## src/rtl/bcd_keypad_entry_if.sv

```systemverilog
// -----------------------------------------------------------------------------
// bcd_keypad_entry_if
//   Bundles the keypad handshake, the operand/result bus to and from the
//   combinational BCD subtractor, and the display/status outputs of the
//   keypad entry controller.
//
//   key_valid / key_code / key_ready : key strobe handshake
//   A / B                            : BCD operands driven to the subtractor
//   diff_bcd / borrow                : subtractor difference magnitude and borrow
//   result_bcd / result_neg / result_valid : registered result
//   disp_bcd / disp_neg              : display value and sign
//   error                            : sticky entry error
//
//   slave  : the controller side
//   master : the environment side (keypad source, subtractor, display)
// -----------------------------------------------------------------------------
interface bcd_keypad_entry_if;
    logic       key_valid;
    logic [3:0] key_code;
    logic       key_ready;
    logic [7:0] A;
    logic [7:0] B;
    logic [7:0] diff_bcd;
    logic       borrow;
    logic [7:0] result_bcd;
    logic       result_neg;
    logic       result_valid;
    logic [7:0] disp_bcd;
    logic       disp_neg;
    logic       error;

    modport slave (
        input  key_valid, key_code, diff_bcd, borrow,
        output key_ready, A, B, result_bcd, result_neg, result_valid,
               disp_bcd, disp_neg, error
    );

    modport master (
        output key_valid, key_code, diff_bcd, borrow,
        input  key_ready, A, B, result_bcd, result_neg, result_valid,
               disp_bcd, disp_neg, error
    );
endinterface

```

## src/rtl/bcd_keypad_entry.sv

```systemverilog
// -----------------------------------------------------------------------------
// bcd_keypad_entry
//   Keypad operand-entry and result-capture controller for a two-digit BCD
//   calculator. Digit, minus, equals and clear strobes build operands A and B,
//   which feed an external combinational BCD subtractor; its difference and
//   borrow are captured one cycle after equals and shown on the display.
//
//   Parameter AUTO_CLEAR : 1 = a digit in SHOW starts a new A entry,
//                          0 = digits are ignored in SHOW.
//   clk  : system clock, rising edge
//   rst  : asynchronous, active-high reset
//   bus  : bcd_keypad_entry_if.slave (handshake, operands, result, display)
// -----------------------------------------------------------------------------
module bcd_keypad_entry #(
    parameter bit AUTO_CLEAR = 1'b1
) (
    input  logic              clk,
    input  logic              rst,
    bcd_keypad_entry_if.slave bus
);
    typedef enum logic [1:0] {ENTER_A, ENTER_B, CALC, SHOW} state_e;

    localparam logic [3:0] KEY_MINUS  = 4'hA;
    localparam logic [3:0] KEY_EQUALS = 4'hB;
    localparam logic [3:0] KEY_CLEAR  = 4'hC;

    state_e     state_q, state_d;
    logic [7:0] a_q, a_d;
    logic [7:0] b_q, b_d;
    logic [1:0] cnt_a_q, cnt_a_d;
    logic [1:0] cnt_b_q, cnt_b_d;
    logic [7:0] result_q, result_d;
    logic       neg_q, neg_d;
    logic       valid_q, valid_d;
    logic       error_q, error_d;

    logic       accept;
    logic       is_digit;

    // NOTE: sequential state uses non-blocking assignments so every register
    // samples the pre-edge values regardless of statement order.
    always_ff @(posedge clk or posedge rst) begin
        if (rst) begin
            state_q  <= ENTER_A;
            a_q      <= 8'h00;
            b_q      <= 8'h00;
            cnt_a_q  <= 2'd0;
            cnt_b_q  <= 2'd0;
            result_q <= 8'h00;
            neg_q    <= 1'b0;
            valid_q  <= 1'b0;
            error_q  <= 1'b0;
        end else begin
            state_q  <= state_d;
            a_q      <= a_d;
            b_q      <= b_d;
            cnt_a_q  <= cnt_a_d;
            cnt_b_q  <= cnt_b_d;
            result_q <= result_d;
            neg_q    <= neg_d;
            valid_q  <= valid_d;
            error_q  <= error_d;
        end
    end

    always_comb begin
        // NOTE: every next-state signal defaults to its held value first, so
        // no branch can leave one unassigned and infer a latch.
        state_d  = state_q;
        a_d      = a_q;
        b_d      = b_q;
        cnt_a_d  = cnt_a_q;
        cnt_b_d  = cnt_b_q;
        result_d = result_q;
        neg_d    = neg_q;
        valid_d  = valid_q;
        error_d  = error_q;

        // CALC never accepts a key, so strobes there are simply dropped.
        accept   = bus.key_valid && (state_q != CALC);
        is_digit = (bus.key_code <= 4'd9);

        if (state_q == CALC) begin
            // Operands have been stable since equals; capture the subtractor.
            result_d = bus.diff_bcd;
            neg_d    = bus.borrow;
            valid_d  = 1'b1;
            state_d  = SHOW;
        end else if (accept) begin
            if (bus.key_code == KEY_CLEAR) begin
                state_d  = ENTER_A;
                a_d      = 8'h00;
                b_d      = 8'h00;
                cnt_a_d  = 2'd0;
                cnt_b_d  = 2'd0;
                result_d = 8'h00;
                neg_d    = 1'b0;
                valid_d  = 1'b0;
                error_d  = 1'b0;
            end else if (!error_q) begin
                case (state_q)
                    ENTER_A: begin
                        if (is_digit && cnt_a_q < 2'd2) begin
                            a_d     = {a_q[3:0], bus.key_code};
                            cnt_a_d = cnt_a_q + 2'd1;
                        end else if (bus.key_code == KEY_MINUS) begin
                            b_d     = 8'h00;
                            cnt_b_d = 2'd0;
                            state_d = ENTER_B;
                        end
                    end
                    ENTER_B: begin
                        if (is_digit && cnt_b_q < 2'd2) begin
                            b_d     = {b_q[3:0], bus.key_code};
                            cnt_b_d = cnt_b_q + 2'd1;
                        end else if (bus.key_code == KEY_EQUALS) begin
                            if (cnt_b_q == 2'd0) error_d = 1'b1;
                            else                 state_d = CALC;
                        end
                    end
                    SHOW: begin
                        if (is_digit && AUTO_CLEAR) begin
                            a_d     = {4'h0, bus.key_code};
                            cnt_a_d = 2'd1;
                            b_d     = 8'h00;
                            cnt_b_d = 2'd0;
                            valid_d = 1'b0;
                            state_d = ENTER_A;
                        end else if (bus.key_code == KEY_MINUS) begin
                            // A negative result has no BCD encoding as A.
                            if (neg_q) begin
                                error_d = 1'b1;
                            end else begin
                                a_d     = result_q;
                                cnt_a_d = 2'd2;
                                b_d     = 8'h00;
                                cnt_b_d = 2'd0;
                                valid_d = 1'b0;
                                state_d = ENTER_B;
                            end
                        end
                    end
                    default: ;
                endcase
            end
        end
    end

    always_comb begin
        case (state_q)
            ENTER_A: bus.disp_bcd = a_q;
            SHOW:    bus.disp_bcd = result_q;
            default: bus.disp_bcd = b_q;
        endcase
    end

    assign bus.key_ready    = (state_q != CALC);
    assign bus.disp_neg     = neg_q && (state_q == SHOW);
    assign bus.A            = a_q;
    assign bus.B            = b_q;
    assign bus.result_bcd   = result_q;
    assign bus.result_neg   = neg_q;
    assign bus.result_valid = valid_q;
    assign bus.error        = error_q;

endmodule

```

## src/flat_wrapper.sv

```systemverilog
// flat-port wrapper written by rule: the top's interface ports become plain ports
module bcd_keypad_entry_flat 
#(
    parameter bit AUTO_CLEAR = 1'b1
)
  (clk, rst, bus_key_valid, bus_key_code, bus_diff_bcd, bus_borrow, bus_key_ready, bus_A, bus_B, bus_result_bcd, bus_result_neg, bus_result_valid, bus_disp_bcd, bus_disp_neg, bus_error);
  bcd_keypad_entry_if bus_i ();
  input  logic clk;
  input  logic rst;
  input wire logic [$bits(bus_i.key_valid)-1:0] bus_key_valid;
  input wire logic [$bits(bus_i.key_code)-1:0] bus_key_code;
  input wire logic [$bits(bus_i.diff_bcd)-1:0] bus_diff_bcd;
  input wire logic [$bits(bus_i.borrow)-1:0] bus_borrow;
  output wire logic [$bits(bus_i.key_ready)-1:0] bus_key_ready;
  output wire logic [$bits(bus_i.A)-1:0] bus_A;
  output wire logic [$bits(bus_i.B)-1:0] bus_B;
  output wire logic [$bits(bus_i.result_bcd)-1:0] bus_result_bcd;
  output wire logic [$bits(bus_i.result_neg)-1:0] bus_result_neg;
  output wire logic [$bits(bus_i.result_valid)-1:0] bus_result_valid;
  output wire logic [$bits(bus_i.disp_bcd)-1:0] bus_disp_bcd;
  output wire logic [$bits(bus_i.disp_neg)-1:0] bus_disp_neg;
  output wire logic [$bits(bus_i.error)-1:0] bus_error;
  assign bus_i.key_valid = bus_key_valid;
  assign bus_i.key_code = bus_key_code;
  assign bus_i.diff_bcd = bus_diff_bcd;
  assign bus_i.borrow = bus_borrow;
  assign bus_key_ready = bus_i.key_ready;
  assign bus_A = bus_i.A;
  assign bus_B = bus_i.B;
  assign bus_result_bcd = bus_i.result_bcd;
  assign bus_result_neg = bus_i.result_neg;
  assign bus_result_valid = bus_i.result_valid;
  assign bus_disp_bcd = bus_i.disp_bcd;
  assign bus_disp_neg = bus_i.disp_neg;
  assign bus_error = bus_i.error;
  bcd_keypad_entry #(.AUTO_CLEAR(AUTO_CLEAR)) u_core (.clk(clk), .rst(rst), .bus(bus_i));
endmodule
```

## config.mk

```make
export PLATFORM = sky130hd
export DESIGN_NAME = bcd_keypad_entry_flat
export DESIGN_NICKNAME = d
export VERILOG_FILES = /design/src/rtl/bcd_keypad_entry_if.sv /design/src/rtl/bcd_keypad_entry.sv /design/src/flat_wrapper.sv
export SDC_FILE = /design/constraint.sdc
export NUM_CORES = 1
export LEC_CHECK = 0
export CAP_MARGIN = 5
export CORE_ASPECT_RATIO = 0.7
export CORE_MARGIN = 1.5
export CORE_UTILIZATION = 51
export DETAILED_ROUTE_END_ITERATION = 8
export GPL_ROUTABILITY_DRIVEN = 0
export PLACE_DENSITY_LB_ADDON = 0.2
export SLEW_MARGIN = 30
export SYNTH_ARGS = -nofsm -noshare
export SYNTH_HDL_FRONTEND = slang
export SYNTH_SLANG_ARGS = --single-unit
```

## constraint.sdc

```tcl
create_clock -name clk -period 4.5 [get_ports clk]
set_clock_uncertainty 0.1 [all_clocks]
set_input_delay 0.9 -clock clk [delete_from_list [all_inputs] [get_ports clk]]
set_output_delay 0.9 -clock clk [all_outputs]
set_load 0.02 [all_outputs]
```

* After elaboration in Yosys (flattened, before gate mapping)
Index checks and enable logic that the tools add are counted.
W data, S select, Z words.
** Word-level totals
- Register bits after elaboration :: 33
- Latch bits :: 0
- Bits in writable memories :: 0
- ROM bits :: 0
- Logic and storage cells :: 126
- Memories :: 0
** Cells by class
- Add/sub/neg operators :: 2
- Multiply operators :: 0
- Div/mod/pow operators :: 0
- $lt $le $gt $ge :: 3
- Eq/ne operators :: 23
- Shift-type cells :: 0
- Mux-type cells :: 69
- Bitwise gates (word level) :: 1
- Reductions and logical operators :: 19
** Operators with widths (number)
- $mux W8 :: 17
- $mux W2 :: 26
- $pmux W8 S2 :: 2
- $pmux W8 S3 :: 1
- $mux W1 :: 19
- $eq A4 B4 Y1 const B :: 3
- $ne A4 B1 Y1 const B :: 3
- $ne A4 B2 Y1 const B :: 3
- $pmux W2 S3 :: 2
- $reduce_and A10 Y1 :: 1
- $ne A3 B1 Y1 const B :: 3
- $reduce_and A9 Y1 :: 1
- $ne A4 B4 Y1 const B :: 2
- $reduce_bool A4 Y1 :: 2
- $reduce_and A7 Y1 :: 1
- $reduce_bool A3 Y1 :: 2
- $ne A5 B1 Y1 const B :: 1
- $ne A5 B5 Y1 const B :: 1
- $reduce_and A5 Y1 :: 1
- $reduce_bool A5 Y1 :: 1
- $add A2 B1 Y2 const B :: 2
- $eq A2 B2 Y1 const B :: 2
- $le A4 B4 Y1 const B :: 1
- $logic_and A1 B1 Y1 :: 4
- other kinds (11) :: 16

* Logic depth before layout (Yosys ltp)
Gate-level depths: netlist of the first run.
- Depth after elaboration :: 9
- Mapped depth :: 9

* Worst setup path before layout of the first run
No wires, ideal clock.
- Path type :: register -> output
- From :: register u_core.state_q[0]
- To :: output port bus_disp_bcd[1]
- Arrival :: 1.690 ns
- Setup slack :: 1.810 ns
- Stages on the path, launching flop included :: 6
- Buffers on the path :: 2
- Cells stage by stage :: dfrtp_1 -> ha_1 -> clkbuf_1 -> buf_1 -> a22oi_1 -> o21ai_0
** Between the ends
- Longest elaborated chain between the ends :: 2
- Elaborated cells between the ends (all ways) :: 3
- Those cells by class :: 1 x eq/ne; 1 x mux; 1 x reduce/logical
** Ends and longest elaborated chain
- from (decl) :: RTL line bcd_keypad_entry.sv:27 : state_e state_q, state_d;
- from (signal assigned) :: RTL line bcd_keypad_entry.sv:54 : state_q <= state_d;
- $eq A2 B2 Y1 / $logic_not A2 Y1 (equally long branches) :: RTL line bcd_keypad_entry.sv:150 : case (state_q)
- $pmux W8 S2 (*) :: RTL line bcd_keypad_entry.sv:150
- to (decl) :: RTL line flat_wrapper.sv:20 : output wire logic [$bits(bus_i.disp_bcd)-1:0] bus_disp_bcd;
Mark *: on every way between the ends. The rest lies on a longest branch, timed or not.

* Worst setup path in the final report of the first run
Same ends and word-level chain as after synthesis.

==> summary.md, run 1 <==
| Metric | Value |
|---|---|
| Clock transition at the registers of the reported paths | around 0.07 ns |
| Vias in the first global route | ~1.6k |
| Setup repair bufs after CTS | 0 |
| CP Buf/Inv Count | 1 |
| Die ar. | 4082 µm² |
| Clock latency on the worst-skew pair | 0.29 ns |
| Ant diodes | 0 |
| Vias per cell | 5.838 |
| Std cell rows | 18 |
| Multi-input logic area | ~920 µm² |
| Fill cell count | around 290 |
| Port bufs | 52 |
| Crit Path Class | flop to primary output |
| Resized Gates After CTS | 0 |
| Setup violations, final | 0 |
| TritonCTS Buffers | 5 |
| Overall power | 1.999 mW |
| Placeable Area | 3536 µm² |
| Count leader, synth | dfrtp_1 |
| Clock sink count | 33 |
| Clk pwr share | 10.8% |
| Max-slew violations | 0 |
| Post-DP HPWL | 3468 µm |
| Maxcap violations | 0 |
| Vias | 1,804 |
| DRC errors left | 0 |
| Initial antenna violation count | 0 |
| M1 GR Usage | approximately 40% |
| Yosys top cell area share | 43.74% |
| Share of post-route cells with drive strength above 1 | 6.178% |
| Leading area contributor after synthesis | dfrtp_1 |
| Crit path arrival time | 2.49 ns |
| Static leakage | 1.038 nW |
| Share of the yosys chip area belonging to registers | 43.74% |
| Min cycle time layout | 3.490 ns |
| CTS tree | done |
| Number of flops mapped to enable cells by yosys | 0 |
| Initial core utilization | 53.40% |
| Starting DRC count in detailed routing | 184 |
| Peak VDD IR | 0.3427 mV |
| Maximum clock frequency | around 290 MHz |
| Cell family with most CP delay | adder cells |
| Fraction of registers with async set/reset | 100.0% |
| Min-Delay Path Class | flop to flop |
| Setup WS pre-CTS | 0.9896 ns |
| Crit end category | primary output |
| RSZ-0062 raised after global routing | false |
| Die width | about 76 µm |
| Die Y | 53.91 µm |
| CTS H-tree lvls | 2 |
| Worst-path cell chain | ha_1 > a22oi_1 > o21ai_0 > clkdlybuf4s50_1 |
| CP required | 3.50 ns |
| GRT Total Usage | 26.37% |
| Synth-to-layout area growth | 31.88% |
| Top FF cell, synth | dfrtp_1 |
| Yosys warning total | 0 |
| Fin nets | 279 |
| Wirelength, routed | 4937 µm |
| CP max stage delay | 0.66 ns |
| Grt met2 use | between 30% and 40% |
| Total global routing overflow | 0 |
| Combinational power share | a little over 60% |
| CP max stage cell | ha_1 |
| Library cells used by synthesis | 44 |
| M3 GR Usage | 5.618% |
| First-pass GRT wire length | 7776 µm |
| Final Hold Vio Count | 0 |
| Post-route setup slack | 1.010 ns |
| IO Pins | 53 |
| List of most frequent post-synthesis cells | dfrtp_1, nand2_1, o21ai_0, inv_1, a22oi_1 |
| Flops & latches, synth | 33 |
| Critical Path Source Type | flop |
| Top post-synthesis cells by area | dfrtp_1, nand2_1, a22oi_1 |
| Cell area after synthesis | 1888 µm² |
| Grt peak-use layer | met1 |
| Status | completed |
| Final worst path period share | 77.55% |
| Pin count of the biggest net entering global routing | 23 |
| Critical Path Fanout Max | 19 |
| Post-route antenna net violation count | 0 |
| Seq pwr share | between 20 and 30% |
| Clock tree buffer depth | 2 |
| Pwr dens | 802.9 nW/µm² |
| Root buf cell | clkbuf_8 |
| First drt pass iteration count | 5 |
| CTS Hold Bufs | 0 |
| Avg WL per Cell | approximately 16 µm |
| Worst Tran Pin Value | between 0.8 and 0.9 ns |
| Sw Share | between 40% and 50% |
| Syn_nets | 236 |
| Int Pwr | between 1 and 1.5 mW |
| Setup TNS Final | 0 ns |
| Cells after synthesis | ~220 |
| Register area | just over 800 µm² |
| Slew headroom | 45.93% |
| Fin util | 70.42% |
| Avg Cell Area, Syn | 8.782 µm² |
| NetSw | 0.9241 mW |
path summary, 6_finish.rpt:
path,start,endpoint,slack (ns),depth (start not counted)
min in group asynchronous,rst,u_core.cnt_b_q[1],0.88,2
max in group asynchronous,rst,u_core.state_q[1],2.83,3
worst min-delay path,u_core.bus.result_valid,u_core.bus.result_valid,0.40,1
worst max-delay path,u_core.state_q[0],bus_disp_bcd[1],1.01,4
worst max register to register,u_core.state_q[0],u_core.cnt_b_q[0],1.90,6
worst min register to register,u_core.bus.result_valid,u_core.bus.result_valid,0.40,1
metrics by stage:
stage	cells	area, µm²	hold WS [ns]
2_1_floorplan	215	1888	0.3729
3_3_place_gp	301	2404	0.3733
3_5_place_dp	301	2404	0.3748
4_1_cts	309	2490	0.4013
5_1_grt	309	2490	0.4332
6_report	309	2490	0.3978
power groups by stage:
| stage | Clock [mW] | Sequential (mW) | Combinational (mW) |
|---|---|---|---|
| floorplan | 0 | 0.676 | 0.622 |
| detailed placement | 0 | 0.577 | 1.19 |
| finish | 0.216 | 0.575 | 1.21 |
| CTS | 0.220 | 0.573 | 1.21 |
| global placement | 0 | 0.575 | 1.18 |
| global route | 0.236 | 0.593 | 1.31 |
area by class of cell:
cell class	count	share of cell area, %
Clock buffer	5	2.764
Clock inverter	3	0.7035
Inverter	14	2.111
Multi-Input combinational cell	149	36.93
Sequential cell	33	33.17
Tap cell	50	2.513
Timing Repair Buffer	55	21.81
flip-flops by register name (all words and copies together) (netlist names):
| name | cells |
|---|---|
| u_core.cnt_a_q | 2 |
| u_core.bus.B | 8 |
| u_core.state_q | 2 |
| u_core.bus.error | 1 |
| u_core.cnt_b_q | 2 |
| u_core.bus.result_bcd | 8 |
| u_core.bus.result_valid | 1 |
| u_core.bus.A | 8 |
| u_core.bus.result_neg | 1 |
cells by family (layout without fill, tap and decap cells):
family          after synthesis  count (layout)  share of synthesized area (%)
simple gates                 67              67                          17.50
mux                           4               4                          2.319
fa+ha+maj                     5               5                          3.313
flops                        33              33                          43.74
compound gates               73              73                          25.58
buf+inv                      33              77                          7.555
routing by layer:
layer | share of wire [%] | vias to the layer above | wire [µm]
li1 | - | 854 | -
met1 | 45 | 832 | 2212
met2 | 44 | 109 | 2194
met3 | 9.1 | 9 | 451
met4 | 1.6 | 0 | 79
met5 | 0 | - | 0
cells in the final DEF (no fill, tap or decap), types with 2 or more instances in the layout:
| cell type | n |
|---|---|
| buf_4 | 3 |
| a21oi_1 | 7 |
| nor3_1 | 3 |
| nor2_1 | 8 |
| a21o_1 | 2 |
| mux2_2 | 3 |
| clkbuf_8 | 5 |
| o211ai_1 | 2 |
| inv_1 | 13 |
| dfrtp_1 | 33 |
| nand3_1 | 8 |
| a22o_1 | 10 |
| nor2b_1 | 4 |
| o21ai_1 | 10 |
| nand2_1 | 32 |
| a22oi_1 | 13 |
| o21ai_0 | 15 |
| clkinv_2 | 2 |
| ha_1 | 5 |
| a31oi_1 | 4 |
| clkdlybuf4s50_1 | 52 |
Note: power is estimated with default switching activity, not from simulation.
==> inputs of run 2 (changes only) <==
--- a/config.mk
+++ b/config.mk
@@ -8,7 +8,7 @@
 export CAP_MARGIN = 5
 export CORE_ASPECT_RATIO = 0.7
 export CORE_MARGIN = 1.5
-export CORE_UTILIZATION = 51
+export CORE_UTILIZATION = 48
 export DETAILED_ROUTE_END_ITERATION = 8
 export GPL_ROUTABILITY_DRIVEN = 0
 export PLACE_DENSITY_LB_ADDON = 0.2
==> constraint.sdc (replaced) <==
create_clock -name clk -period 3.5 [get_ports clk]
set_clock_uncertainty 0.1 [all_clocks]
set_input_delay 0.7 -clock clk [delete_from_list [all_inputs] [get_ports clk]]
set_output_delay 0.7 -clock clk [all_outputs]
set_load 0.02 [all_outputs]
==> summary.md, run 2 (synthesized netlist as in run 1, its figures left out) <==
| Metric | Value |
|---|---|
| Status | completed (unchanged) |
| Die ar. | 4325 µm² (was 4082 µm²) |
| Worst Tran Pin Value | 0.6085 ns (was 0.8061 ns) |
| Fill cell count | 305 (was 293) |
| CP Buf/Inv Count | 2 (was 1) |
| CP max stage cell | clkdlybuf4s50_1 (was ha_1) |
| Peak VDD IR | 0.5905 mV (was 0.3427 mV) |
| Resized Gates After CTS | 0 (unchanged) |
| Die width | 77.96 µm (was 75.73 µm) |
| Most frequent cells in the layout | clkdlybuf4s50_1, dfrtp_1, nand2_1 (unchanged) |
| Crit Path Class | flop to primary output (unchanged) |
| CTS Hold Bufs | 0 (unchanged) |
| Fin Hold WS | 0.4047 ns (was 0.3978 ns) |
| Port bufs | 52 (unchanged) |
| Die Y | 55.48 µm (was 53.91 µm) |
| RSZ-0062 raised after global routing | false (unchanged) |
| Critical Path Fanout Max | 13 (was 19) |
| Vias per cell | 5.792 (was 5.838) |
| Crit end category | primary output (unchanged) |
| Slew headroom | 59.43% (was 45.93%) |
| Total global routing overflow | 0 (unchanged) |
| Pin count of the biggest net entering global routing | 34 (was 23) |
| IO Pins | 53 (unchanged) |
| Max-slew violations | 0 (unchanged) |
| CTS tree | done (unchanged) |
| Maxcap violations | 0 (unchanged) |
| Design area | 2550 µm² (was 2490 µm²) |
| Maximum clock frequency | 323.2 MHz |
| Vias in the first global route | 1,612 (was 1,571) |
| TritonCTS Buffers | 5 (unchanged) |
| Cell family with most CP delay | buffers and inverters (was adder cells) |
| Post-route antenna net violation count | 0 (unchanged) |
| Std cell rows | 18 (unchanged) |
| Vias | 1,836 (was 1,804) |
| Min cycle time layout | 3.094 ns |
| Dpl cell area | 2464 µm² (was 2404 µm²) |
| GRT Total Usage | 24.34% (was 26.37%) |
| Share of post-route cells with drive strength above 1 | 8.989% (was 6.178%) |
| Post-DP HPWL | 3666 µm (was 3468 µm) |
| Pwr dens | 1022 nW/µm² (was 802.9 nW/µm²) |
| Placeable Area | 3649 µm² (was 3536 µm²) |
| Initial antenna violation count | 0 (unchanged) |
| CP max stage delay | 0.64 ns (was 0.66 ns) |
| Final worst path period share | around nine tenths |
| Clock latency on the worst-skew pair | 0.29 ns (about the same) |
| Avg WL per Cell | 15.93 µm (was 15.98 µm) |
| Critical Path Source Type | flop (unchanged) |
| Fin nets | 287 (was 279) |
| CP required | 2.70 ns (was 3.50 ns) |
| Synth-to-layout area growth | 35.06% (was 31.88%) |
| Wirelength, routed | 5049 µm (was 4937 µm) |
| Clock tree buffer depth | 2 (unchanged) |
| Setup WS pre-CTS | 0.3941 ns (was 0.9896 ns) |
| Starting DRC count in detailed routing | 121 (was 184) |
| Clock transition at the registers of the reported paths | 0.07 ns (about the same) |
| Commonest non-fill, non-tap cell in the layout | clkdlybuf4s50_1 (unchanged) |
| DRC errors left | 0 (unchanged) |
| Clock sink count | 33 (unchanged) |
| First drt pass iteration count | 4 (was 5) |
| Setup repair bufs after CTS | 0 (unchanged) |
| Root buf cell | clkbuf_8 (unchanged) |
| Worst-path cell chain | inv_1 > ha_1 > a22oi_1 > o21ai_0 > clkdlybuf4s50_1 (was ha_1 > a22oi_1 > o21ai_0 > clkdlybuf4s50_1) |
| Setup violations, final | 0 (unchanged) |
| Static leakage | 1.080 nW (was 1.038 nW) |
| First-pass GRT wire length | 8280 µm (was 7776 µm) |
| Setup TNS Final | 0 ns (unchanged) |
| Post-route setup slack | 0.4060 ns (was 1.010 ns) |
| Final Hold Vio Count | 0 (unchanged) |
| Ant diodes | 0 (unchanged) |
| CTS H-tree lvls | 2 (unchanged) |
| R2R setup slack | 0.92 ns (was 1.90 ns) |
| Min-Delay Path Class | flop to flop (unchanged) |
| Register area | 825.8 µm² (unchanged) |
| Multi-input logic area | 919.6 µm² (unchanged) |
| Crit path arrival time | 2.29 ns (was 2.49 ns) |
| Initial core utilization | 51.75% (was 53.40%) |
==> run 2: cell count changes in the layout (fill, tap and decap cells not counted), sizes merged <==
| cell | change |
|---|---|
| buf | +8 |
| clkinv | -1 |
| inv | +1 |
==> run 2: through the flow <==
step	total power, mW	cells	util [%]
2_1_floorplan	1.668	215	-
3_3_place_gp	2.286	309	67.52
3_5_place_dp	2.321	309	67.52
4_1_cts	2.602	317	69.89
5_1_grt	2.775	317	69.89
6_report	2.607	317	69.89
==> run 2: power by group <==
group	internal (mW)	total [mW]	switching [mW]
combinational	0.714	1.58	0.869
sequential	0.558	0.743	0.185
clock	0.137	0.280	0.143
total	1.41	2.61	1.20
==> run 2: final timing paths <==
check	cells past startpoint	end	start
hold reg to reg	1	u_core.bus.result_valid	u_core.bus.result_valid
setup reg to reg	7	u_core.bus.B[5]	u_core.state_q[0]
max in group asynchronous	3	u_core.bus.B[4]	rst
setup / recovery	5	bus_disp_bcd[0]	u_core.state_q[1]
min in group asynchronous	3	u_core.cnt_a_q[1]	rst
hold / removal	1	u_core.bus.result_valid	u_core.bus.result_valid
==> run 2: final cells by class <==
type | instances | area share (%)
inverter | 14 | 2.061
tap | 50 | 2.453
clock buffer | 5 | 2.699
clock inverter | 3 | 0.6869
timing repair buffer | 63 | 23.65
multi-input combinational | 149 | 36.06
sequential | 33 | 32.38
==> run 2: worst reg2reg max path: cells and delay by family, from the launching register on <==
kind	cells	cell delay, ns
and+or+nand+nor	2	1.02
DFF	1	0.42
adders and majority gates	1	0.34
AOI/OAI and AO/OA	3	0.34
buffers and inverters	1	0.23
==> run 2: routing by layer <==
layer | vias up | track usage, % | share of wire, %
met1 | 863 | 36.56 | 46
li1 | 865 | - | -
met2 | 102 | 36.02 | 45
met3 | 6 | 4.132 | 8.3
met4 | 0 | 6.888 | 0.95
met5 | - | 0 | 0
==> inputs of run 3 (changes only) <==
--- a/config.mk
+++ b/config.mk
@@ -11,6 +11,7 @@
 export CORE_UTILIZATION = 48
 export DETAILED_ROUTE_END_ITERATION = 8
 export GPL_ROUTABILITY_DRIVEN = 0
+export GPL_TIMING_DRIVEN = 0
 export PLACE_DENSITY_LB_ADDON = 0.2
 export SLEW_MARGIN = 30
 export SYNTH_ARGS = -nofsm -noshare
==> summary.md, run 3 (synthesized netlist as in run 1, its figures left out) <==
| Metric | Value |
|---|---|
| CP required | 2.70 ns (about the same) |
| RSZ-0062 raised after global routing | false (unchanged) |
| M1 wire length | 2256 µm (was 2323 µm) |
| DRC errors left | 0 (unchanged) |
| Multi-input logic area | 919.6 µm² (unchanged) |
| Final Hold Vio Count | 0 (unchanged) |
| Vias per cell | 5.738 (was 5.792) |
| Most frequent cells in the layout | clkdlybuf4s50_1, dfrtp_1, nand2_1 (unchanged) |
| Post-route antenna net violation count | 0 (unchanged) |
| R2R setup slack | 1.09 ns (was 0.92 ns) |
| IO Pins | 53 (unchanged) |
| Ant diodes | 0 (unchanged) |
| DR WL met2 | 2231 µm (was 2260 µm) |
| Root buf cell | clkbuf_8 (unchanged) |
| CP Buf/Inv Count | 3 (was 2) |
| Avg WL per Cell | 15.37 µm (was 15.93 µm) |
| Routed wl met3 | 428 µm (was 417 µm) |
| Final worst path period share | 93.54% (was 88.40%) |
| CTS Hold Bufs | 0 (unchanged) |
| Std cell rows | 18 (unchanged) |
| Register area | 825.8 µm² (unchanged) |
| CP max stage delay | 0.63 ns (was 0.64 ns) |
| Sw Share | 44.32% (was 45.92%) |
| Initial core utilization | 51.75% (unchanged) |
| Crit Path Class | flop to primary output (unchanged) |
| NetSw | 1.193 mW (was 1.197 mW) |
| Setup violations, final | 0 (unchanged) |
| Share of post-route cells with drive strength above 1 | 8.727% (was 8.989%) |
| Wirelength, routed | 4994 µm (was 5049 µm) |
| Clock transition at the registers of the reported paths | 0.06 ns (was 0.07 ns) |
| Post-DP HPWL | 3589 µm (was 3666 µm) |
| Setup TNS Final | 0 ns (unchanged) |
| Worst Tran Pin Value | 0.7734 ns (was 0.6085 ns) |
| Maximum clock frequency | 305.4 MHz (was 323.2 MHz) |
| Die width | 77.96 µm (unchanged) |
| Crit end category | primary output (unchanged) |
| Peak VDD IR | 0.5807 mV (was 0.5905 mV) |
| Overall power | 2.692 mW (was 2.607 mW) |
| Max-slew violations | 0 (unchanged) |
| Fill cell count | 304 (was 305) |
| CP max stage cell | clkdlybuf4s50_1 (unchanged) |
| Top sig layer | met4 (unchanged) |
| Die ar. | 4325 µm² (unchanged) |
| First-pass GRT wire length | 8004 µm (was 8280 µm) |
| CTS tree | done (unchanged) |
| Initial antenna violation count | 0 (unchanged) |
| Min-Delay Path Class | flop to flop (unchanged) |
| Pin count of the biggest net entering global routing | 34 (unchanged) |
| Clk pwr share | 13.5% (was 10.8%) |
| Die Y | 55.48 µm (unchanged) |
| Worst-path cell chain | ha_1 > clkbuf_1 > clkbuf_2 > a22oi_1 > o21ai_0 > clkdlybuf4s50_1 (was inv_1 > ha_1 > a22oi_1 > o21ai_0 > clkdlybuf4s50_1) |
| Static leakage | 1.095 nW (was 1.080 nW) |
| Pwr dens | 1040 nW/µm² (was 1022 nW/µm²) |
| Vias in the first global route | 1,614 (was 1,612) |
| Port bufs | 52 (unchanged) |
| Slew headroom | 48.44% (was 59.43%) |
| Synth-to-layout area growth | 37.18% (was 35.06%) |
| Clock sink count | 33 (unchanged) |
| Dpl cells | 317 (was 309) |
| Crit path arrival time | 2.47 ns (was 2.29 ns) |
| GRT Total Usage | 23.85% (was 24.34%) |
| Maxcap violations | 0 (unchanged) |
| First drt pass iteration count | 5 (was 4) |
| Clock latency on the worst-skew pair | 0.28 ns (was 0.29 ns) |
| Vias | 1,865 (was 1,836) |
| Total global routing overflow | 0 (unchanged) |
| CTS H-tree lvls | 2 (unchanged) |
| Clock tree buffer depth | 2 (unchanged) |
| Critical Path Source Type | flop (unchanged) |
| Starting DRC count in detailed routing | 160 (was 121) |
| Combinational power share | 59.0% (was 60.7%) |
| Fin nets | 295 (was 287) |
| Seq pwr share | 27.4% (was 28.5%) |
| Int Pwr | 1.499 mW (was 1.410 mW) |
| Placeable Area | 3649 µm² (unchanged) |
| Post-Layout Cell Count | 325 (was 317) |
| Status | completed (unchanged) |
| Commonest non-fill, non-tap cell in the layout | clkdlybuf4s50_1 (unchanged) |
| Cell family with most CP delay | buffers and inverters (unchanged) |
| Critical Path Fanout Max | 10 (was 13) |
| Min cycle time layout | 3.274 ns (was 3.094 ns) |
| TritonCTS Buffers | 5 (unchanged) |
-- run 3: cell types whose count changed in the layout (fill, tap and decap cells not counted) --
cell / change
bufinv_16: +1
clkbuf_8: +1
clkbuf_2: +2
buf_4: -8
clkbuf_1: +8
inv_2: +1
inv_1: -1
clkinvlp_4: -1
buf_1: +1
clkinv_2: -2
buf_2: +6
-- run 3: worst reg2reg max path: stages (launching register included) --
cell and delay (ns):
dfrtp_1 0.40, inv_1 0.08, ha_1 0.20, clkbuf_1 0.20, nor2b_1 0.25, a32oi_1 0.13
or4b_1 0.54, buf_2 0.21, a21o_1 0.20
-- run 3: power groups by stage --
stage	logic (mW)	clock network [mW]	registers [mW]
after CTS	1.58	0.367	0.737
final	1.59	0.364	0.739
after global routing	1.72	0.386	0.763
after global placement	1.54	0	0.739
after floorplan	0.800	0	0.869
after detailed placement	1.57	0	0.742
-- run 3: final cells by class --
cell class                      count  share of cell area, %
Clock inverter                      1                  1.159
Sequential cell                    33                  31.88
Clock buffer                        7                  3.333
Inverter                           14                  2.029
Tap cell                           50                  2.415
Multi-Input combinational cell    149                  35.51
Buffer                             19                  3.575
Timing Repair Buffer               52                  20.10
-- run 3: metrics by stage --
step                utilization (%)  cell area [µm²]  setup slack [ns]  hold slack (ns)
CTS                           70.92             2587           0.06292           0.3921
floorplan                         -             1888             1.010           0.3729
global route                  70.99             2590           0.03179           0.4204
detailed placement            67.73             2471            0.3957           0.3658
finish                        70.99             2590            0.2260           0.3885
global placement              67.73             2471            0.3927           0.3781
-- run 3: timing repair --
action,CTS,global route
resized for setup,0,3
endpoints found under the setup margin,0,8
buffers inserted,0,0
-- run 3: final timing paths --
path                       cells after the start               startpoint                      end
max                                            6        u_core.state_q[1]          bus_disp_bcd[2]
min                                            1  u_core.bus.result_valid  u_core.bus.result_valid
max reg2reg                                    8        u_core.state_q[0]        u_core.cnt_b_q[0]
min reg2reg                                    1  u_core.bus.result_valid  u_core.bus.result_valid
max in group asynchronous                      2                      rst          u_core.bus.B[3]
min in group asynchronous                      2                      rst  u_core.bus.result_valid
-- run 3: metal layers --
layer | up-vias | global-route usage (%)
li1 | 889 | -
met1 | 884 | 35.23
met2 | 82 | 34.53
met3 | 10 | 4.959
met4 | 0 | 8.418
met5 | - | 0
==> variant 1: new RTL, config.mk and constraints of run 2 <==
Take the reset off `a_q`, `b_q` and `result_q` and load them in a clocked block of their own.
--- a/src/rtl/bcd_keypad_entry.sv
+++ b/src/rtl/bcd_keypad_entry.sv
@@ -44,7 +44,4 @@
             state_q  <= ENTER_A;
-            a_q      <= 8'h00;
-            b_q      <= 8'h00;
             cnt_a_q  <= 2'd0;
             cnt_b_q  <= 2'd0;
-            result_q <= 8'h00;
             neg_q    <= 1'b0;
@@ -54,7 +51,4 @@
             state_q  <= state_d;
-            a_q      <= a_d;
-            b_q      <= b_d;
             cnt_a_q  <= cnt_a_d;
             cnt_b_q  <= cnt_b_d;
-            result_q <= result_d;
             neg_q    <= neg_d;
@@ -63,2 +57,8 @@
         end
+    end
+
+    always_ff @(posedge clk) begin
+        a_q      <= a_d;
+        b_q      <= b_d;
+        result_q <= result_d;
     end
Function: changed (Yosys sat finds a counterexample within 4 cycles, from zero or initial values and one cycle with rst high).
==> variant 1 against run 2 <==
  * Power shrank 2.1%
  * Critical endpoint is now bus_disp_bcd[2]
  * Cell area fell by 1.9%
  * Via count down 9.2%
  * Synthesized area decreased by 1.2%
  * Sequential cell count is the same
  * First-iteration DRC count shrank 26%
  * Setup slack got worse by 0.070 ns
  * Critical path depth unchanged
  * Routed wire length is 7.1% lower
  * Count of clock-buffer cells in the layout grew 1
  * Clock power rose by 25%
==> variant 1: results (changes against run 2) <==
{| class="wikitable"
! Metric !! Value
|-
| Pre-CTS WS || 0.3194 ns (-0.07472 ns)
|-
| Clock share of power || 13.7% (+2.9 points)
|-
| Port Buf Inserts || 52 (unchanged)
|-
| Slew at the pin closest to its max-slew limit || 0.5547 ns (-0.05380 ns)
|-
| Syn nets || 208 (-12%)
|-
| Ys Warns || 0 (unchanged)
|-
| First-pass GRT wire length || 7238 um (-13%)
|-
| Area delta synth->final || 34.14%
|-
| Async SR Flop Fraction || 27.27% (-73 points)
|-
| #MultiIn Comb || 133 (-11%)
|-
| Via count normalized by instance count || 5.812 (+0.35%)
|-
| Instance area at placement || 0.002396 sq mm (-2.7%)
|-
| Via Count || 1668 (-9.2%)
|-
| Drt initial violations || 89 (-26%)
|-
| Area occupied by registers || 945.9 sq um (+15%)
|-
| Number of global-route vias before repair || 1539 (-4.5%)
|-
| Total internal power || 0.001471 W (+4.4%)
|-
| Number of synthesized flops with an enable pin || 24 (+24)
|-
| Post-synthesis cell count || 187 (-13%)
|-
| Fill cell instance count of the final layout || 273 (-10%)
|-
| Sequential share of the synthesized area || 50.70% (+7.0 points)
|-
| Top cells by area in the synthesized netlist || sky130_fd_sc_hd__edfxtp_1 39%, sky130_fd_sc_hd__dfrtp_1 12%, sky130_fd_sc_hd__nand2_1 4.4%, sky130_fd_sc_hd__and2_1 4.4%, sky130_fd_sc_hd__ha_1 3.4%
|-
| Pin count of the biggest net entering global routing || 18 (-47%)
|-
| Leakage power figure || 0.9921 nW (-8.1%)
|-
| Clock buffer count in the final layout || 6 (+1)
|-
| Non-clock buffer share of cell area || 21.40% (-2.3 points)
|-
| Count of different cell masters after synthesis || 38 (-14%)
|-
| Flip-flop cell with the highest count after synthesis || sky130_fd_sc_hd__edfxtp_1
|-
| Non-CTS inverters || 9 (-5)
|-
| Comb pwr || 0.00145 W (-8%)
|-
| Average footprint of a synthesized cell || 9.976 sq um (+14%)
|-
| Sequential cell count of the final layout || 33 (unchanged)
|-
| Number of non-clock buffers in the layout || 54 (-14%)
|-
| Multi-input combinational area share || 32.70% (-3.4 points)
|-
| HPWL after detailed placement || 3460 um (-5.6%)
|-
| List of most frequent post-synthesis cells || 24 x sky130_fd_sc_hd__edfxtp_1, 22 x sky130_fd_sc_hd__nand2_1, 13 x sky130_fd_sc_hd__and2_1
|-
| Clock tree buffer depth || 2 (unchanged)
|-
| Overall routed net length || 4689 um (-7.1%)
|-
| H-tree levels || 2 (unchanged)
|-
| Cell total after placement || 279 (-9.7%)
|-
| Worst-path fanout max || 14 (+1)
|-
| Clock buffers created by TritonCTS || 5 (unchanged)
|-
| Run status || finished clean
|-
| Clock-cell share || 4.250% (+0.86 points)
|-
| VDD IR-drop max || 0.0005976 V (+1.2%)
|-
| Clock network power consumption || 0.000350 W (+25%)
|-
| GRT Total Usage || 22.64% (-1.7 points)
|-
| Number of nets at the end of the flow || 257 (-10%)
|-
| First-pass iteration count of the detailed router || 4 (unchanged)
|-
| Layout cells sized above 1 || 4.641% (-4.3 points)
|}
## variant 1: cell types whose count changed after synthesis, moves of 6 or more
cell                       delta
sky130_fd_sc_hd__nand2_1     -10
sky130_fd_sc_hd__dfrtp_1     -24
sky130_fd_sc_hd__a22o_1       -9
sky130_fd_sc_hd__o21ai_1      -9
sky130_fd_sc_hd__edfxtp_1    +24
sky130_fd_sc_hd__and3_1       +9
sky130_fd_sc_hd__and2_1      +12
sky130_fd_sc_hd__buf_2        -6
## variant 1: cells by family after synthesis
family	count (synthesis)	share of synthesized area, %
buf+inv	21	5.432
compound gates	51	18.45
flops	33	50.70
simple gates	77	22.07
fa+ha+maj	5	3.353
## variant 1: worst max-delay path, cell delays in order, from the launching register on
cell,delay (ns)
sky130_fd_sc_hd__dfrtp_1,0.43
sky130_fd_sc_hd__inv_1,0.11
sky130_fd_sc_hd__ha_1,0.50
sky130_fd_sc_hd__a22oi_1,0.18
sky130_fd_sc_hd__o21ai_0,0.22
sky130_fd_sc_hd__clkdlybuf4s50_1,0.65
## variant 1: path summary, 6_finish.rpt
kind | to | slack, ns | depth (start not counted) | start
worst max-delay path | bus_disp_bcd[2] | 0.34 | 5 | u_core.state_q[0]
worst min-delay path | u_core.cnt_b_q[0] | 0.43 | 1 | u_core.cnt_b_q[0]
worst max register to register | u_core.bus.B[5] | 0.86 | 7 | u_core.state_q[0]
worst min register to register | u_core.cnt_b_q[0] | 0.43 | 1 | u_core.cnt_b_q[0]
min in group asynchronous | u_core.cnt_b_q[0] | 0.57 | 2 | rst
max in group asynchronous | u_core.bus.result_valid | 2.47 | 2 | rst
## variant 1: per-layer routing
layer	vias to the layer above	track usage (%)	part of all wire (%)
li1	772	-	-
met1	798	26.93	42
met2	89	40.50	49
met3	9	6.230	7.7
met4	0	8.788	1.6
met5	-	0	0
==> variant 2: new RTL, settings of run 2 <==
Made on the original files. `AUTO_CLEAR` is set to 1'b1 in 2 places; all go to 1'b0.
--- a/src/rtl/bcd_keypad_entry.sv
+++ b/src/rtl/bcd_keypad_entry.sv
@@ -14,3 +14,3 @@
 module bcd_keypad_entry #(
-    parameter bit AUTO_CLEAR = 1'b1
+    parameter bit AUTO_CLEAR = 1'b0
 ) (
--- a/src/flat_wrapper.sv
+++ b/src/flat_wrapper.sv
@@ -3,3 +3,3 @@
 #(
-    parameter bit AUTO_CLEAR = 1'b1
+    parameter bit AUTO_CLEAR = 1'b0
 )
Behaviour: not the same (a bounded check fails within 10 cycles, from zero or initial values and one cycle with rst high).
==> variant 2 against run 2 <==
  * Sequential cell count unchanged
  * Synthesized area down 3.4%
  * Cell area down 3.2%
  * Critical endpoint unchanged
  * Cell count down 14%
  * Die area down 3.3%
  * Critical path type unchanged
  * Setup slack worse by 0.19 ns
  * Routed wire length up 2.2%
  * First-iteration DRC count down 5.0%
  * Power down 9.2%
==> variant 2: results (changes against run 2) <==
{| class="wikitable"
! Metric !! Value
|-
| Data arrival time of the worst path || 2.48 ns (+0.19 ns)
|-
| Post-synthesis adder-cell area fraction || 3.432% (+0.12 points)
|-
| Later-pin clock latency in the skew report || 0.28 ns
|-
| Sequential share of the synthesized area || 45.30% (+1.6 points)
|-
| Pin count of the biggest net entering global routing || 34 (unchanged)
|-
| Async SR Flop Fraction || 100.0% (unchanged)
|-
| Root buffer selected by CTS || sky130_fd_sc_hd__clkbuf_8
|-
| Switching Power || 0.001061 W (-11%)
|-
| Leakage power figure || 1.031 nW (-4.4%)
|-
| Fraction of the mapped netlist area in compound gates || 28.76% (+3.2 points)
|-
| Startpoint of the worst-slack reg-to-reg timing path || u_core.state_q[0]
|-
| Via Count || 1673 (-8.9%)
|-
| VDD IR-drop max || 0.0006672 V (+13%)
|-
| Overall routed net length || 5161 um (+2.2%)
|-
| Run status || finished clean
|-
| GRT Total Usage || 24.70% (+0.36 points)
|-
| Initial antenna violation count || 0 (unchanged)
|-
| First-pass GRT wire length || 7693 um (-7.1%)
|-
| Clock buffers created by TritonCTS || 5 (unchanged)
|-
| Worst reg-to-reg path cell count || 6 (-1)
|-
| Xor and xnor fraction of the mapped netlist area || 0% (unchanged)
|-
| Clock share of power || 11.6% (+0.8 points)
|-
| Count of different cell masters after synthesis || 43 (-2.3%)
|-
| H-tree levels || 2 (unchanged)
|-
| Worst-path fanout max || 18 (+5)
|-
| Number of global-route vias before repair || 1466 (-9.1%)
|-
| Number of nets at the end of the flow || 244 (-15%)
|-
| Start point of the worst min-delay path || u_core.bus.result_valid
|-
| Layout cells sized above 1 || 13.39% (+4.4 points)
|-
| Clock transition time at the flip-flop clock pins of the worst setup and hold paths || 0.07 ns (about the same)
|-
| Syn nets || 192 (-19%)
|-
| Final cycle utilization of the critical path || 93.75% (+5.3 points)
|-
| Number of antenna cells inserted || 0 (unchanged)
|-
| Critical Path Start || u_core.state_q[0]
|-
| Clock tree buffer depth || 2 (unchanged)
|-
| Max-slew headroom || 49.22% (-10 points)
|-
| Ys Warns || 0 (unchanged)
|-
| Power share of the combinational group || 59.1% (-1.6 points)
|-
| Pre-CTS WS || 0.5064 ns (+0.1122 ns)
|-
| Share of cell area taken by muxes after synthesis || 4.530% (+2.2 points)
|-
| First-pass iteration count of the detailed router || 4 (unchanged)
|-
| Drt initial violations || 115 (-5.0%)
|-
| HPWL after detailed placement || 3577 um (-2.4%)
|-
| Worst R2R Setup Slack || 0.95 ns (+0.03 ns)
|-
| WHS Endpoint || u_core.bus.result_valid
|-
| Reg-to-reg endpoint || u_core.cnt_b_q[0]
|-
| List of most frequent post-synthesis cells || 33 x sky130_fd_sc_hd__dfrtp_1, 14 x sky130_fd_sc_hd__nand2_1, 10 x sky130_fd_sc_hd__o21ai_0
|-
| Top cells by area in the synthesized netlist || sky130_fd_sc_hd__dfrtp_1 45%, sky130_fd_sc_hd__a22o_1 4.3%, sky130_fd_sc_hd__o2bb2ai_1 4.3%, sky130_fd_sc_hd__ha_1 3.4%, sky130_fd_sc_hd__a22o_2 3.3%
|}
[variant 2: cell count changes after synthesis, sizes merged, moves of 5 or more]
cell,before,now
nand3,8,2
buf,11,5
o2bb2ai,0,9
nand2,32,14
inv,14,9
o21ai,25,12
a22o,10,15
mux2i,1,6
a22oi,13,8
[variant 2: worst max-delay path, stage by stage, from the launching register on]
cell                              delay (ns)
sky130_fd_sc_hd__dfrtp_1                0.38
sky130_fd_sc_hd__ha_1                   0.67
sky130_fd_sc_hd__a22oi_1                0.29
sky130_fd_sc_hd__o21ai_0                0.23
sky130_fd_sc_hd__clkdlybuf4s50_1        0.63
[variant 2: stage by stage]
step	hold slack, ns	std cells	instance area (sq um)	total power, W
5_1_grt	0.4190	274	2469	0.002499
3_3_place_gp	0.3611	266	2386	0.002040
2_1_floorplan	0.3699	171	1823	0.001524
4_1_cts	0.3872	274	2469	0.002353
6_report	0.3906	274	2469	0.002368
3_5_place_dp	0.3721	266	2386	0.002075
[variant 2: per-layer routing]
metal	wire, um	vias to the layer above	track usage, %
li1	-	750	-
met1	2499	825	36.65
met2	2187	90	36.43
met3	393	8	6.000
met4	80	0	5.247
met5	0	-	0
[variant 2: worst max path at each step]
| stage | to | cells past startpoint |
|---|---|---|
| 2_1_floorplan | bus_disp_bcd[3] | 5 |
| 3_3_place_gp | bus_disp_bcd[5] | 4 |
| 3_5_place_dp | u_core.cnt_b_q[0] | 6 |
| 4_1_cts | bus_disp_bcd[0] | 4 |
| 5_1_grt | bus_disp_bcd[5] | 4 |
| 6_report | bus_disp_bcd[0] | 4 |
[variant 2: layout make-up]
class,instances,area (sq um)
clock inverter,2,10.01
fill,255,1112
tap,50,62.56
inverter,9,33.78
sequential,33,825.8
timing repair buffer,55,543.0
multi-input combinational,119,920.9
clock buffer,6,72.57
